### src/rtl/fifo_sc_lvl.sv
// Single-clock FIFO with occupancy level, almost-full/empty thresholds and sticky error flags.
// Define FIFO_FWFT_EN to build the first-word-fall-through read path (prefetch register).
module fifo_sc_lvl #(
  parameter int unsigned FIFO_DW = 32,
  parameter int unsigned FIFO_AW = 4
) (
  input  logic               clk_i,
  input  logic               rst_ni,
  input  logic               en_i,
  input  logic               push_i,
  input  logic [FIFO_DW-1:0] data_i,
  input  logic               pop_i,
  output logic [FIFO_DW-1:0] data_o,
  input  logic               flush_i,
  input  logic [FIFO_AW:0]   afull_thr_i,
  input  logic [FIFO_AW:0]   aempty_thr_i,
  input  logic               err_clr_i,
  output logic               empty_o,
  output logic               full_o,
  output logic               almost_full_o,
  output logic               almost_empty_o,
  output logic [FIFO_AW:0]   level_o,
  output logic               ovf_o,
  output logic               udf_o
);

  localparam int unsigned     Depth    = 2 ** FIFO_AW;
  localparam logic [FIFO_AW:0] DepthLvl = (FIFO_AW + 1)'(Depth);
  localparam logic [FIFO_AW:0] PtrOne   = (FIFO_AW + 1)'(1);

  logic [FIFO_DW-1:0] mem_q [Depth];

  logic [FIFO_AW:0]   wr_ptr_q, wr_ptr_d;
  logic [FIFO_AW:0]   rd_ptr_q, rd_ptr_d;
  logic [FIFO_AW:0]   level_q, level_d;
  logic               ovf_q, ovf_d;
  logic               udf_q, udf_d;
  logic [FIFO_DW-1:0] dout_q;

  logic empty;
  logic full;
  logic push_acc;
  logic pop_acc;
  logic ovf_set;
  logic udf_set;

  assign full     = (level_q == DepthLvl);
  assign push_acc = push_i & en_i & ~full & ~flush_i;
  assign pop_acc  = pop_i & en_i & ~empty & ~flush_i;
  // A push into a full FIFO is dropped even when a pop is accepted in the same cycle.
  assign ovf_set  = push_i & en_i & full & ~flush_i;
  assign udf_set  = pop_i & en_i & empty & ~flush_i;

  always_comb begin
    wr_ptr_d = wr_ptr_q;
    if (flush_i) begin
      wr_ptr_d = '0;
    end else if (push_acc) begin
      wr_ptr_d = wr_ptr_q + PtrOne;
    end
  end

  always_comb begin
    level_d = level_q;
    if (flush_i) begin
      level_d = '0;
    end else begin
      case ({push_acc, pop_acc})
        2'b10:   level_d = level_q + PtrOne;
        2'b01:   level_d = level_q - PtrOne;
        default: level_d = level_q;
      endcase
    end
  end

  always_comb begin
    ovf_d = ovf_q;
    udf_d = udf_q;
    if (err_clr_i) begin
      ovf_d = 1'b0;
      udf_d = 1'b0;
    end
    if (ovf_set) begin
      ovf_d = 1'b1;
    end
    if (udf_set) begin
      udf_d = 1'b1;
    end
  end

  always_ff @(posedge clk_i or negedge rst_ni) begin
    if (!rst_ni) begin
      wr_ptr_q <= '0;
      rd_ptr_q <= '0;
      level_q  <= '0;
      ovf_q    <= 1'b0;
      udf_q    <= 1'b0;
    end else begin
      wr_ptr_q <= wr_ptr_d;
      rd_ptr_q <= rd_ptr_d;
      level_q  <= level_d;
      ovf_q    <= ovf_d;
      udf_q    <= udf_d;
    end
  end

  // Storage is never reset; stale words are unreachable once the pointers clear.
  always_ff @(posedge clk_i) begin
    if (push_acc) begin
      mem_q[wr_ptr_q[FIFO_AW-1:0]] <= data_i;
    end
  end

`ifdef FIFO_FWFT_EN

  logic             head_vld_q, head_vld_d;
  logic [FIFO_AW:0] mem_cnt;
  logic             load;

  // The prefetch register counts toward level_q, so empty follows its valid bit.
  assign empty   = ~head_vld_q;
  assign mem_cnt = wr_ptr_q - rd_ptr_q;
  assign load    = ~flush_i & (mem_cnt != '0) & (~head_vld_q | pop_acc);

  always_comb begin
    head_vld_d = head_vld_q;
    if (flush_i) begin
      head_vld_d = 1'b0;
    end else if (load) begin
      head_vld_d = 1'b1;
    end else if (pop_acc) begin
      head_vld_d = 1'b0;
    end
  end

  always_comb begin
    rd_ptr_d = rd_ptr_q;
    if (flush_i) begin
      rd_ptr_d = '0;
    end else if (load) begin
      rd_ptr_d = rd_ptr_q + PtrOne;
    end
  end

  always_ff @(posedge clk_i or negedge rst_ni) begin
    if (!rst_ni) begin
      head_vld_q <= 1'b0;
      dout_q     <= '0;
    end else begin
      head_vld_q <= head_vld_d;
      if (load) begin
        dout_q <= mem_q[rd_ptr_q[FIFO_AW-1:0]];
      end
    end
  end

`else

  logic               rd_en_q;
  logic [FIFO_AW-1:0] rd_addr_q;

  assign empty = (level_q == '0);

  always_comb begin
    rd_ptr_d = rd_ptr_q;
    if (flush_i) begin
      rd_ptr_d = '0;
    end else if (pop_acc) begin
      rd_ptr_d = rd_ptr_q + PtrOne;
    end
  end

  // Pop registers the address; the word lands on data_o on the following edge.
  always_ff @(posedge clk_i or negedge rst_ni) begin
    if (!rst_ni) begin
      rd_en_q   <= 1'b0;
      rd_addr_q <= '0;
      dout_q    <= '0;
    end else begin
      rd_en_q   <= pop_acc;
      rd_addr_q <= rd_ptr_q[FIFO_AW-1:0];
      if (rd_en_q && !flush_i) begin
        dout_q <= mem_q[rd_addr_q];
      end
    end
  end

`endif

  assign data_o         = dout_q;
  assign empty_o        = empty;
  assign full_o         = full;
  assign level_o        = level_q;
  assign ovf_o          = ovf_q;
  assign udf_o          = udf_q;
  assign almost_full_o  = (level_q >= afull_thr_i);
  assign almost_empty_o = (level_q <= aempty_thr_i);

endmodule

### config.mk
export PLATFORM = sky130hd
export DESIGN_NAME = fifo_sc_lvl
export DESIGN_NICKNAME = d
export VERILOG_FILES = /design/src/rtl/fifo_sc_lvl.sv
export SDC_FILE = /design/constraint.sdc
export NUM_CORES = 1
export LEC_CHECK = 0
export ABC_AREA = 1
export CAP_MARGIN = 30
export CORE_ASPECT_RATIO = 0.6
export CORE_UTILIZATION = 60
export DETAILED_ROUTE_END_ITERATION = 10
export PLACE_DENSITY = 0.79
export SLEW_MARGIN = 40
export SYNTH_ARGS = -nofsm -noshare
export SYNTH_HDL_FRONTEND = slang
export SYNTH_SLANG_ARGS = --single-unit
### constraint.sdc
create_clock -name clk_i -period 8.05 [get_ports clk_i]
set_clock_uncertainty 0.1 [all_clocks]
set_input_delay 1.61 -clock clk_i [delete_from_list [all_inputs] [get_ports clk_i]]
set_output_delay 1.61 -clock clk_i [all_outputs]
set_load 0.03 [all_outputs]
# Word level (Yosys, flattened, before mapping)
# Memories as Yosys holds them, arrays and structs flattened. A register that Yosys moved wholly into a read port is not among the register bits.
# Cells that the tools add are included.
# totals
reg_bits,22
mem_count,1
ramBits,512
output_inout_bits,43
wordCells,50
# classes
n_reduce_logical,9
addsub,4
n_mux,11
n_lt_le_gt_ge,2
n_eq_ne,3
bitwise_logic,13
# mem_list
name,words,width,rd,rd_ports_with_merged_regs,wr,line_no,text
mem_q,16,32,1,1,1,31,logic [FIFO_DW-1:0] mem_q [Depth];
# op_table
cell,count
$mux W5,5
$add A5 B1 Y5 const B,3
$and A1 B1 Y1,10
$pmux W5 S2,1
$reduce_bool A2 Y1,4
$eq A5 B5 Y1 const B,1
$ge A5 B5 Y1,1
$le A5 B5 Y1,1
$logic_not A5 Y1,1
$mux W1,5
$sub A5 B1 Y5 const B,1
$not A1 Y1,3
$reduce_bool A3 Y1,1
$eq A2 B1 Y1 const B,1
$eq A2 B2 Y1 const B,1
$logic_not A1 Y1,2
$logic_and A1 B1 Y1,1

# Depth between registers and ports, before layout
# Gate-level depths: netlist of the first run.
# logic_depth
ltp_word,7
depth_mapped,16
depth_no_buf,16

# Least setup slack after synthesis of the first run
# OpenSTA, ideal clock, no wires.
# synth_path
path_type,input to output
startpoint,input port aempty_thr_i[4]
endpoint,output port almost_empty_o
path_slack_ns,3.628
arrival_time_ns,2.712
path_buffers,0
cell_stages,4
required_ns,6.340
cell_sequence,inv_1 ha_1 nand4_1 o21ai_0
# synth_between
elab_chain_len,1
# synth_lines
item,line_no,text
from (decl),16,"input logic [FIFO_AW:0] aempty_thr_i,"
$le A5 B5 Y1,197,assign almost_empty_o = (level_q <= aempty_thr_i);
to (decl),21,"output logic almost_empty_o,"
# Every way passes these cells.

# Worst setup path in the final report of the first run
# layout_path
startpoint,input port aempty_thr_i[2]
endpoint,output port almost_empty_o
# The elaborated chain is that of the path after synthesis.

==> results.py, run 1 <==
metrics = {
    "route": {
        "drtIter0Drc": 1763,
        "postRouteAntennaNets": 0,
        "drc_errors": 0,
        "wl_per_cell_microns": 23.60,
        "wl_microns": 52640,
        "vias_per_cell": 6.361,
        "dr.pass1.iters": 5,
        "vias": 14180,
    },
    "critical_path": {
        "crit_required_ns": 6.34,
        "cp_cell_sequence": "clkdlybuf4s50_1 -> inv_1 -> ha_1 -> a21oi_1 -> o221ai_1 -> o21ai_0 -> clkdlybuf4s50_1",
        "critPathKind": "input pin to output port",
        "slowest_stage": "clkdlybuf4s50_1",
        "path_max_fanout": 2,
        "cp-end-kind": "output port",
        "critical-path-max-stage-delay_ns": 0.70,
        "worst-endpoint-arrival_ns": 3.51,
        "cpMostUsedCell": "clkdlybuf4s50_1",
        "start_kind": "input pin",
        "rrSetupSlack_ns": 5.00,
    },
    "yosys": {
        "syn_area_sq_um": 22190,
        "synth_top_family_by_area": "compound AO/OA/AOI/OAI gates",
        "syn_area_per_cell_sq_um": 13.46,
        "yosysUniqueCellTypes": 29,
        "ys.flop_type": "edfxtp_1",
        "synth_warnings": 0,
        "synth-seq-cells": 564,
        "synth-xor-area-share_pct": 0.03947,
        "synth_edf_count": 512,
        "synth_fp_nets": 1715,
        "synth_compound_area_share_pct": 12.32,
        "synth_simple_gate_area_share_pct": 8.244,
        "synth_adder_area_share_pct": 0.9586,
        "netlist_instances": 1649,
        "async_flop_share_pct": 9.220,
        "synthMuxAreaShare_pct": 0,
        "seq_area_frac_synth_pct": 75.15,
    },
    "sta": {
        "rsz0062_at_grt": "false",
        "setup_viol": 0,
        "setup_ws_ns": 2.827,
        "drv_slew": 0,
        "period_minus_slack_ns": 5.223,
        "fmax_ghz": 0.1914,
        "tightest_slew_ns": 0.8470,
        "setup_tns_ns": 0,
        "finalCritPeriodShare_pct": 64.89,
        "relSlewSlack_pct": 43.53,
        "hold_viol": 0,
    },
    "floorplanning": {
        "core_sq_um": 36350,
        "rows": 54,
        "die_w_microns": 250.3,
        "start_util_pct": 61.05,
        "dieArea_sq_um": 37780,
        "io_pins": 92,
        "fp.dieH_microns": 151.0,
    },
    "layout": {
        "instances_no_fill": 2230,
        "synthToLayoutAreaGrowth_pct": 14.27,
        "diodes": 0,
        "fill_cells": 2349,
        "fin_nets": 1780,
        "final_layout_size_suffix_gt1_share_pct": 8.267,
        "design_area_sq_um": 25360,
        "layout_common_cells": "edfxtp_1 (512), nor2_1 (325), o21ai_0 (239), o221ai_1 (99), clkdlybuf4s50_1 (90)",
        "mostFrequentLayoutCell": "edfxtp_1",
    },
    "placement": {
        "dp_hpwl_microns": 28090,
        "place_area_sq_um": 23680,
        "place_ws_ns": 2.805,
        "dpl.cell_count": 2138,
        "globalplace.congestion": 0.8160,
        "portBuffers": 91,
    },
    "cts": {
        "clk_pin_slew_ns": 0.07,
        "numCtsBuffers": 49,
        "cts_buffer_depth": 3,
        "cts_tree": "yes",
        "clock-root-buffer": "clkbuf_16",
        "htree_levels": 2,
        "cts.sink_count": 564,
        "cts_setup_buffers": 0,
        "cts_resized": 0,
        "clk_latency_ns": 0.59,
        "ctsHoldBuffers": 0,
    },
    "global_route": {
        "antenna_found_initial": 1,
        "grt-ovfl-total": 0,
        "grt_pass1_vias": 13900,
        "grt_pass1_wl_microns": 80970,
        "grt_max_degree": 173,
        "grt_use_total_pct": 28.51,
    },
    "power": {
        "p_clk_share_pct": 34.7,
        "power.density_nw_per_um2": 274.6,
        "p_total_w": 0.006962,
        "ir_drop_v": 0.0001878,
        "power_leakage_nw": 8.462,
        "switchingPower_w": 0.001894,
        "combPwrFrac_pct": 16.4,
        "p_seq_share_pct": 48.9,
        "p_int_w": 0.005068,
        "swShare_pct": 27.20,
    },
    "run_status": {
        "status": "finished, final reports clean",
    },
    "hold_path": {
        "min_path_type": "flip-flop to flip-flop",
    },
    "flow_run": {
        "cap_violations": 0,
    },
}
-- state kept, by name, indices dropped and copies added, names as in the netlist --
| name | count |
|---|---|
| rd_ptr_q | 4 |
| mem_q | 512 |
| data_o | 32 |
| ovf_o | 1 |
| rd_en_q | 1 |
| udf_o | 1 |
| wr_ptr_q | 4 |
| rd_addr_q | 4 |
| level_o | 5 |
-- per-layer routing --
layer | track usage (%) | wire (microns) | vias to the layer above
met1 | 41.75 | 21890 | 7018
met2 | 44.64 | 24570 | 744
met3 | 4.846 | 5016 | 100
li1 | - | - | 6320
met4 | 8.497 | 1141 | 2
met5 | 0 | 20 | -
-- area by class of cell --
cell class | count | area (sq um) | area share (%)
Inverter | 43 | 170.2 | 0.6711
Tap cell | 476 | 595.6 | 2.349
Timing Repair Buffer | 124 | 1346 | 5.309
Multi-Input combinational cell | 932 | 4905 | 19.34
Sequential cell | 564 | 16690 | 65.80
Clock buffer | 65 | 1376 | 5.428
Clock inverter | 26 | 277.8 | 1.095
-- power groups by stage --
stage	clock network [W]	logic, W	registers (W)
4_1_cts	0.00243	0.00112	0.00342
3_5_place_dp	0	0.00111	0.00348
5_1_grt	0.00255	0.00125	0.00342
3_3_place_gp	0	0.00107	0.00348
2_1_floorplan	0	0.000578	0.00360
6_report	0.00241	0.00114	0.00341
-- cells by family after synthesis --
kind of cell,count (synthesis)
buf+inv,153
simple gates,460
xor+xnor,1
compound gates,454
fa+ha+maj,17
flops,564
-- final timing paths --
path                                       from             end  cells after the start
worst max-delay path            aempty_thr_i[2]  almost_empty_o                      7
worst min-delay path                rd_ptr_q[3]    rd_addr_q[3]                      0
worst max register to register     rd_addr_q[0]      data_o[29]                      6
worst min register to register      rd_ptr_q[3]    rd_addr_q[3]                      0
max in group asynchronous                rst_ni    rd_addr_q[0]                      2
min in group asynchronous                rst_ni           ovf_o                      2
-- metrics by stage --
step | hold slack [ns] | utilization, %
floorplan | 0.2537 | -
global placement | 0.2637 | 64.41
detailed placement | 0.2635 | 65.13
CTS | 0.2763 | 69.68
global route | 0.2884 | 69.76
finish | 0.2807 | 69.76
-- worst max-delay path: cells and delay by family --
kind                     cells  cell delay, ns
AO/OA/AOI/OAI                3            0.39
adder cells (fa/ha/maj)      1            0.30
buffers and inverters        3            1.22
-- synth_stat cells (6+ instances only) --
cell      number  share of area, %
a21oi_1        6              0.14
a31oi_1       32              0.90
buf_2         16              0.36
buf_4         16              0.54
clkbuf_1      58              0.98
clkbuf_2       8              0.18
dfrtp_1       52               5.9
edfxtp_1     512                69
ha_1          17              0.96
inv_1         37              0.63
inv_2          6              0.10
nand2_1       47              0.80
nand3_1       64               1.4
nor2_1       341               5.8
o21ai_0      239               5.4
o21ai_1       45               1.0
o221ai_1      99               3.9
o22ai_1       30              0.85
Note: power is estimated with default switching activity, not from simulation.
==> run 2: changes to the inputs <==
--- a/config.mk
+++ b/config.mk
@@ -8,9 +8,9 @@
 export ABC_AREA = 1
 export CAP_MARGIN = 30
 export CORE_ASPECT_RATIO = 0.6
-export CORE_UTILIZATION = 60
+export CORE_UTILIZATION = 54
 export DETAILED_ROUTE_END_ITERATION = 10
-export PLACE_DENSITY = 0.79
+export PLACE_DENSITY = 0.75
 export SLEW_MARGIN = 40
 export SYNTH_ARGS = -nofsm -noshare
 export SYNTH_HDL_FRONTEND = slang
==> constraint.sdc (replaced) <==
create_clock -name clk_i -period 4.7 [get_ports clk_i]
set_clock_uncertainty 0.1 [all_clocks]
set_input_delay 0.94 -clock clk_i [delete_from_list [all_inputs] [get_ports clk_i]]
set_output_delay 0.94 -clock clk_i [all_outputs]
set_load 0.03 [all_outputs]
==> results.py, run 2 (synthesis results as in run 1) <==
metrics = {
    "run_status": {
        "status": "finished, final reports clean",
    },
    "route": {
        "wl_per_cell_microns": 24.41,
        "postRouteAntennaNets": 0,
        "vias": 14450,
        "drtIter0Drc": 2129,
        "wl_microns": 55900,
        "drc_errors": 0,
        "vias_per_cell": 6.312,
        "dr.pass1.iters": 6,
    },
    "floorplanning": {
        "io_pins": 92,
        "fp.dieH_microns": 159.0,
        "die_w_microns": 263.7,
        "dieArea_sq_um": 41930,
        "core_sq_um": 40510,
        "rows": 57,
        "start_util_pct": 54.78,
    },
    "power": {
        "combPwrFrac_pct": 17.4,
        "power_leakage_nw": 8.359,
        "ir_drop_v": 0.0002966,
        "swShare_pct": 28.06,
        "p_seq_share_pct": 50.2,
        "power.density_nw_per_um2": 461.4,
        "p_clk_share_pct": 32.4,
        "p_int_w": 0.008354,
        "switchingPower_w": 0.003258,
    },
    "layout": {
        "mostFrequentLayoutCell": "edfxtp_1",
        "fill_cells": 2913,
        "design_area_sq_um": 25170,
        "final_layout_size_suffix_gt1_share_pct": 7.736,
        "fin_util_pct": 62.13,
        "layout_common_cells": "edfxtp_1 (512), nor2_1 (325), o21ai_0 (239), o221ai_1 (99), clkdlybuf4s50_1 (90)",
        "instances_no_fill": 2290,
        "largest_reg_flops": 512,
        "synthToLayoutAreaGrowth_pct": 13.42,
        "fin_nets": 1786,
    },
    "placement": {
        "dpl.cell_count": 2200,
        "place_area_sq_um": 23710,
        "portBuffers": 91,
        "dp_hpwl_microns": 31010,
        "globalplace.congestion": 0.8273,
    },
    "flow_run": {
        "cap_violations": 0,
    },
    "sta": {
        "setup_viol": 0,
        "setup_tns_ns": 0,
        "hold_ws_ns": 0.2728,
        "rsz0062_at_grt": "false",
        "tightest_slew_ns": 0.8354,
        "drv_slew": 0,
        "hold_viol": 0,
        "finalCritPeriodShare_pct": 82.05,
        "period_minus_slack_ns": 3.857,
        "relSlewSlack_pct": 44.13,
        "fmax_ghz": 0.2593,
    },
    "global_route": {
        "grt_use_total_pct": 26.78,
        "grt_pass1_vias": 14170,
        "grt_pass1_wl_microns": 85650,
        "antenna_found_initial": 1,
        "grt_max_degree": 165,
        "grt-ovfl-total": 0,
    },
    "critical_path": {
        "worst-endpoint-arrival_ns": 2.82,
        "cp-end-kind": "output port",
        "crit_required_ns": 3.66,
        "critPathKind": "input pin to output port",
        "r2r-start": "level_o[2]",
        "start_kind": "input pin",
        "startpoint": "afull_thr_i[1]",
        "rrSetupSlack_ns": 1.76,
        "path_max_fanout": 1,
    },
    "hold_path": {
        "min_path_type": "flip-flop to flip-flop",
        "hp-start": "rd_ptr_q[3]",
    },
    "cts": {
        "cts_buffer_depth": 3,
        "numCtsBuffers": 49,
        "cts_tree": "yes",
        "htree_levels": 2,
        "ctsHoldBuffers": 0,
        "clock-root-buffer": "clkbuf_16",
        "clk_pin_slew_ns": 0.07,
        "cts.sink_count": 564,
        "cts_resized": 0,
        "clk_latency_ns": 0.57,
        "cts_setup_buffers": 0,
    },
}
run 2: cell count changes in the layout (fill, tap and decap cells not counted), moves of 4 or more:
cell and delta:
buf_12 +4, buf_16 -4, buf_4 +16, buf_8 -8, bufinv_16 -4, clkbuf_1 +6
clkbuf_8 -7, clkinv_1 +6
run 2: power groups by stage:
stage               clock, W  sequential (W)  combinational [W]
global placement           0         0.00593            0.00195
finish               0.00377         0.00583            0.00202
detailed placement         0         0.00593            0.00199
CTS                  0.00379         0.00583            0.00201
floorplan                  0         0.00617           0.000991
global route         0.00399         0.00585            0.00218
run 2: routing by layer:
| layer | part of all wire [%] | GRT usage, % | wire length [microns] | vias up |
|---|---|---|---|---|
| li1 | - | - | - | 6341 |
| met1 | 43 | 40.44 | 23870 | 7162 |
| met2 | 45 | 39.91 | 24940 | 851 |
| met3 | 10 | 5.367 | 5783 | 100 |
| met4 | 2.3 | 7.363 | 1305 | 0 |
| met5 | 0 | 0 | 0 | - |
run 2: layout make-up:
cell class              count  area [sq um]  share of cell area, %
diodes                      1         2.502               0.009943
clock buffers              64          1303                  5.175
multi-input cells         932          4905                  19.49
flip-flops and latches    564         16680                  66.29
inverters                  43         168.9                 0.6711
well taps                 531         664.4                  2.640
repair buffers            130          1294                  5.140
clock inverters            25         146.4                 0.5817
run 2: worst max-delay path: stages:
cell and delay (ns):
clkdlybuf4s50_1 0.46, inv_1 0.04, ha_1 0.26, a21oi_1 0.07, o21bai_1 0.13, a21oi_1 0.08, o21bai_1 0.14, clkdlybuf4s50_1 0.69
run 2: path summary, 6_finish.rpt:
check,endpoint,cells after the start
worst max-delay path,almost_full_o,8
worst min-delay path,rd_addr_q[3],0
worst max register to register,mem_q[10][22],7
worst min register to register,rd_addr_q[3],0
max in group asynchronous,rd_addr_q[1],2
min in group asynchronous,udf_o,1
run 2: per-stage QoR:
stage	worst slack (ns)	total power [W]
global placement	0.8643	0.007883
CTS	0.8296	0.01163
floorplan	1.354	0.007161
detailed placement	0.8519	0.007926
global route	0.7278	0.01202
finish	0.8434	0.01161
==> run 3: changes to the inputs <==
==> constraint.sdc (replaced) <==
create_clock -name clk_i -period 3.25 [get_ports clk_i]
set_clock_uncertainty 0.1 [all_clocks]
set_input_delay 0.65 -clock clk_i [delete_from_list [all_inputs] [get_ports clk_i]]
set_output_delay 0.65 -clock clk_i [all_outputs]
set_load 0.03 [all_outputs]
==> results.py, run 3 (synthesis results as in run 1) <==
metrics = {
    "layout": {
        "largest_reg_flops": 512,
        "final_layout_size_suffix_gt1_share_pct": 8.906,
        "layout_common_cells": "edfxtp_1 (512), nor2_1 (325), o21ai_0 (239), o221ai_1 (99), clkdlybuf4s50_1 (88)",
        "fill_cells": 2841,
        "multi_input_area_sq_um": 4905,
        "regArea_sq_um": 16680,
        "fin_nets": 1799,
        "mostFrequentLayoutCell": "edfxtp_1",
        "design_area_sq_um": 25730,
        "synthToLayoutAreaGrowth_pct": 15.94,
    },
    "route": {
        "wl_microns": 55030,
        "dr.pass1.iters": 6,
        "postRouteAntennaNets": 0,
        "drtIter0Drc": 1987,
        "vias_per_cell": 6.235,
        "vias": 14380,
        "wl_per_cell_microns": 23.85,
        "drc_errors": 0,
    },
    "critical_path": {
        "cp_cell_sequence": "nor2_1 -> nand3_1 -> inv_1 -> clkdlybuf4s50_1",
        "critPathKind": "flip-flop to output port",
        "crit_required_ns": 2.50,
        "worst-endpoint-arrival_ns": 2.21,
        "slowest_stage": "clkdlybuf4s50_1",
        "path_max_fanout": 8,
        "r2r-start": "rd_addr_q[1]",
        "startpoint": "level_o[2]",
        "cp-end-kind": "output port",
        "critical-path-max-stage-delay_ns": 0.68,
        "start_kind": "flip-flop",
        "reg2reg_depth": 6,
    },
    "cts": {
        "cts.sink_count": 564,
        "cts_tree": "yes",
        "cts_buffer_depth": 3,
        "htree_levels": 2,
        "cts_resized": 0,
        "clock-root-buffer": "clkbuf_16",
        "clk_pin_slew_ns": 0.07,
        "numCtsBuffers": 49,
        "clk_latency_ns": 0.58,
    },
    "power": {
        "power_leakage_nw": 8.577,
        "power.density_nw_per_um2": 666.8,
        "ir_drop_v": 0.0005550,
    },
    "sta": {
        "finalCritPeriodShare_pct": 91.07,
        "setup_viol": 0,
        "drv_slew": 0,
        "setup_tns_ns": 0,
        "fmax_ghz": 0.3379,
        "rsz0062_at_grt": "false",
        "relSlewSlack_pct": 50.81,
        "hold_viol": 0,
        "setup_ws_ns": 0.2904,
        "period_minus_slack_ns": 2.960,
        "tightest_slew_ns": 0.7356,
    },
    "placement": {
        "dp_hpwl_microns": 30550,
        "portBuffers": 91,
        "globalplace.congestion": 0.8413,
        "place_ws_ns": 0.2662,
        "place_area_sq_um": 24120,
    },
    "hold_path": {
        "min_path_cells": 0,
        "hp-start": "rd_ptr_q[3]",
        "min_path_type": "flip-flop to flip-flop",
    },
    "global_route": {
        "antenna_found_initial": 2,
        "grt_pass1_vias": 14030,
        "grt_max_degree": 143,
        "grt_use_total_pct": 26.33,
        "grt-ovfl-total": 0,
        "grt_pass1_wl_microns": 84370,
    },
    "floorplanning": {
        "rows": 57,
        "fp.dieH_microns": 159.0,
        "start_util_pct": 54.78,
        "io_pins": 92,
        "die_w_microns": 263.7,
        "core_sq_um": 40510,
        "dieArea_sq_um": 41930,
    },
    "flow_run": {
        "cap_violations": 0,
    },
    "run_status": {
        "status": "finished, final reports clean",
    },
}
-- run 3: layout make-up --
class                      count  area share (%)
tap                          531           2.582
multi-input combinational    932           19.06
clock buffer                  65           5.277
antenna                        2         0.01945
inverter                      43          0.6468
timing repair buffer         143           6.648
sequential                   564           64.85
clock inverter                27          0.9094
-- run 3: worst max-delay path: cells and delay by family, from the launching register on --
family	cells	cell delay, ns
simple gates	2	0.34
flops	1	0.50
buf+inv	2	0.80
-- run 3: per-stage QoR --
step	utilization (%)	hold slack, ns	cells	power (W)
2_1_floorplan	-	0.2537	1649	0.01036
3_3_place_gp	59.53	0.2648	2212	0.01142
3_5_place_dp	59.54	0.2788	2212	0.01149
4_1_cts	63.50	0.2905	2305	0.01721
5_1_grt	63.50	0.3062	2305	0.01776
6_report	63.51	0.2949	2307	0.01716
-- run 3: routing by layer --
metal | up-vias | wire length [microns] | GRT usage, %
met5 | - | 9 | 0
met1 | 7078 | 23490 | 40.09
met4 | 2 | 1004 | 6.619
met2 | 836 | 25000 | 39.11
li1 | 6379 | - | -
met3 | 89 | 5522 | 5.289
-- run 3: what timing repair did --
action                                 4_1_cts  5_1_grt
endpoints found under the hold margin        8        0
hold buffers                                 1        0
buffers inserted                             0        0
-- run 3: worst paths after layout --
path | to | slack (ns)
min in group asynchronous | data_o[13] | 0.40
worst min register to register | rd_addr_q[3] | 0.29
worst max-delay path | full_o | 0.29
max in group asynchronous | data_o[24] | 2.04
worst min-delay path | rd_addr_q[3] | 0.29
worst max register to register | data_o[10] | 0.87
-- run 3: report_power, final --
group | internal (W) | switching, W | leakage, nW
registers | 0.00817 | 0.000216 | 5.24
clock network | 0.00320 | 0.00260 | 0.781
logic | 0.00104 | 0.00193 | 2.56
==> edit (config.mk and constraints of run 3) <==
Set the parameter `FIFO_DW` to 64 (it was 32).
--- a/src/rtl/fifo_sc_lvl.sv
+++ b/src/rtl/fifo_sc_lvl.sv
@@ -2,5 +2,5 @@
 // Define FIFO_FWFT_EN to build the first-word-fall-through read path (prefetch register).
 module fifo_sc_lvl #(
-  parameter int unsigned FIFO_DW = 32,
+  parameter int unsigned FIFO_DW = 64,
   parameter int unsigned FIFO_AW = 4
 ) (
Interface: changed (resized data_i and data_o); port bits go from 92 to 156. The function was not compared with the original's and may differ.
==> edit against run 3 <==
Sequential cell count is 544 higher; setup slack worse by 120 ps; hold slack worse by 21 ps; combinational power is 78% higher; routed wire length is 98% higher; register-to-register slack worse by 210 ps; sequential share of layout area is 2.0 points higher; power is 94% higher; largest power group unchanged; design area is 91% higher; synthesized area is 94% higher.
==> edit: results (changes against run 3) <==
pin count of the biggest net entering global routing=217 (was 143); top_reg_cell synth=edfxtp_1 (unchanged); Post-synth ARST share=0.0758 (was 0.0922); routed wire length=109 mm (was 55.0 mm); status=completed (unchanged); max FFs per register=1024 (was 512); DP Wirelength=60.8 mm (was 30.6 mm); input/output buffers=155 (was 91); met2 Usage GRT=0.410 (was 0.391); Max FO, Critical Path=7 (was 8); min cycle time layout=3080 ps (was 2960 ps); Initial DRC Count=3828 (was 1987); drt first pass iters=8 (was 6); Lkg Pwr=16.0 nW (was 8.58 nW); Worst EP arrival=2330 ps (was 2210 ps); placed cell area=0.0460 mm^2 (was 0.0241 mm^2); FF-to-FF End=mem_q[5][44]$_DFFE_PP_ (was data_o[10]$_DFFE_PN0P_); Peak VDD IR=638 uV (was 555 uV); Synthesis Warnings=0 (unchanged); Worst setup endpoint=almost_full_o (was full_o); drt wl/cell=25.1 um (was 23.9 um); CP startpoint=level_o[0]$_DFFE_PN0P_ (was level_o[2]$_DFFE_PN0P_); Endpoint, Worst Hold=rd_addr_q[3]$_DFF_PN0_ (unchanged); Rel. slew slack=0.389 (was 0.508); antenna violations before repair=5 (was 2); Root Buffer=clkbuf_16 (unchanged); r2r setup slk=660 ps (was 870 ps); first-pass GRT wire length=164 mm (was 84.4 mm); Seq/Total Area, Yosys=0.764 (was 0.752); Post-Syn Area per Cell=13.9 um^2 (was 13.5 um^2); TritonCTS Buffers=94 (was 49); Min-Delay Startpoint=rd_ptr_q[3]$_DFFE_PN0P_ (unchanged); routability cong.=0.902 (was 0.841); worst min-delay path class=register to register (unchanged); vias in the first global route=26900 (was 14000); final net count=3306 (was 1799); routed vias=27700 (was 14400); GR Util All Layers=0.269 (was 0.263); fraction of layout cells with a size suffix above 1=0.0748 (was 0.0891); worst skew pair latency=690 ps (was 580 ps); Inst Count DP=4162 (was 2212); Worst path max stage delay=470 ps (was 680 ps); GRT met3 Usage=0.0623 (was 0.0529); Setup Slack @ Placement=102 ps (was 266 ps); met1 Use GR=0.388 (was 0.401); R2R Path Start=level_o[2]$_DFFE_PN0P_ (was rd_addr_q[1]$_DFF_PN0_); Synth area leaders=edfxtp_1 (72%), nor2_1 (5.7%), o21ai_0 (5.7%) (was edfxtp_1 (69%), dfrtp_1 (5.9%), nor2_1 (5.8%)); syn_nets=3201 (was 1715); number of synthesized flops with an enable pin=1024 (was 512); hold slack final=274 ps (was 295 ps); Post-synth top cells=edfxtp_1 (1024), nor2_1 (657), o21ai_0 (490), o221ai_1 (199), clkbuf_1 (116) (was edfxtp_1 (512), nor2_1 (341), o21ai_0 (239), o221ai_1 (99), nand3_1 (64)); CTS H-tree lvls=3 (was 2); worst r2r path cells=7 (was 6); CP max stage cell=dfrtp_1 (was clkdlybuf4s50_1)
## edit: changes by cell type after synthesis, moves of 32 or more
cell and change:
o21ai_0 +251, a31oi_1 +32, buf_2 +32, nor2_1 +316
dfrtp_1 +32, nand3_1 +49, clkbuf_1 +58, edfxtp_1 +512
o221ai_1 +100
## edit: what timing repair did
action / in CTS / in global routing
gates resized for setup: 0 / 0
endpoints found under the hold margin: 30 / 0
setup buffers: 0 / 0
hold buffers: 1 / 0
## edit: kinds of logic after synthesis
kind of cell / share of synthesized area
DFF: 0.764
AOI/OAI and AO/OA: 0.124
and+or+nand+nor: 0.0756
buffers and inverters: 0.0312
adders and majority gates: 0.00495
## edit: cell type report
type	instances	area (um^2)
clock inverters	52	592
well taps	1053	1320
flip-flops and latches	1108	32900
multi-input cells	1729	8930
diodes	3	7.51
fillers	5432	29000
repair buffers	234	2780
clock buffers	123	2520
inverters	41	179
## edit: critical path: cells and delay by family, from the launching register on
| family | cells | cell delay (ps) |
|---|---|---|
| compound gates | 4 | 480 |
| fa+ha+maj | 1 | 290 |
| buf+inv | 3 | 350 |
| flops | 1 | 470 |
| simple gates | 1 | 60 |
## edit: routing by layer
layer	up-vias	wire length [um]
li1	12000	-
met1	13700	44100
met2	1768	49200
met3	210	12800
met4	4	2840
met5	-	17
## edit: power by group
| part | total (mW) | switching, mW | internal (mW) |
|---|---|---|---|
| Combinational | 5.29 | 3.50 | 1.79 |
| Sequential | 16.5 | 0.407 | 16.1 |
| Clock | 11.5 | 5.10 | 6.39 |
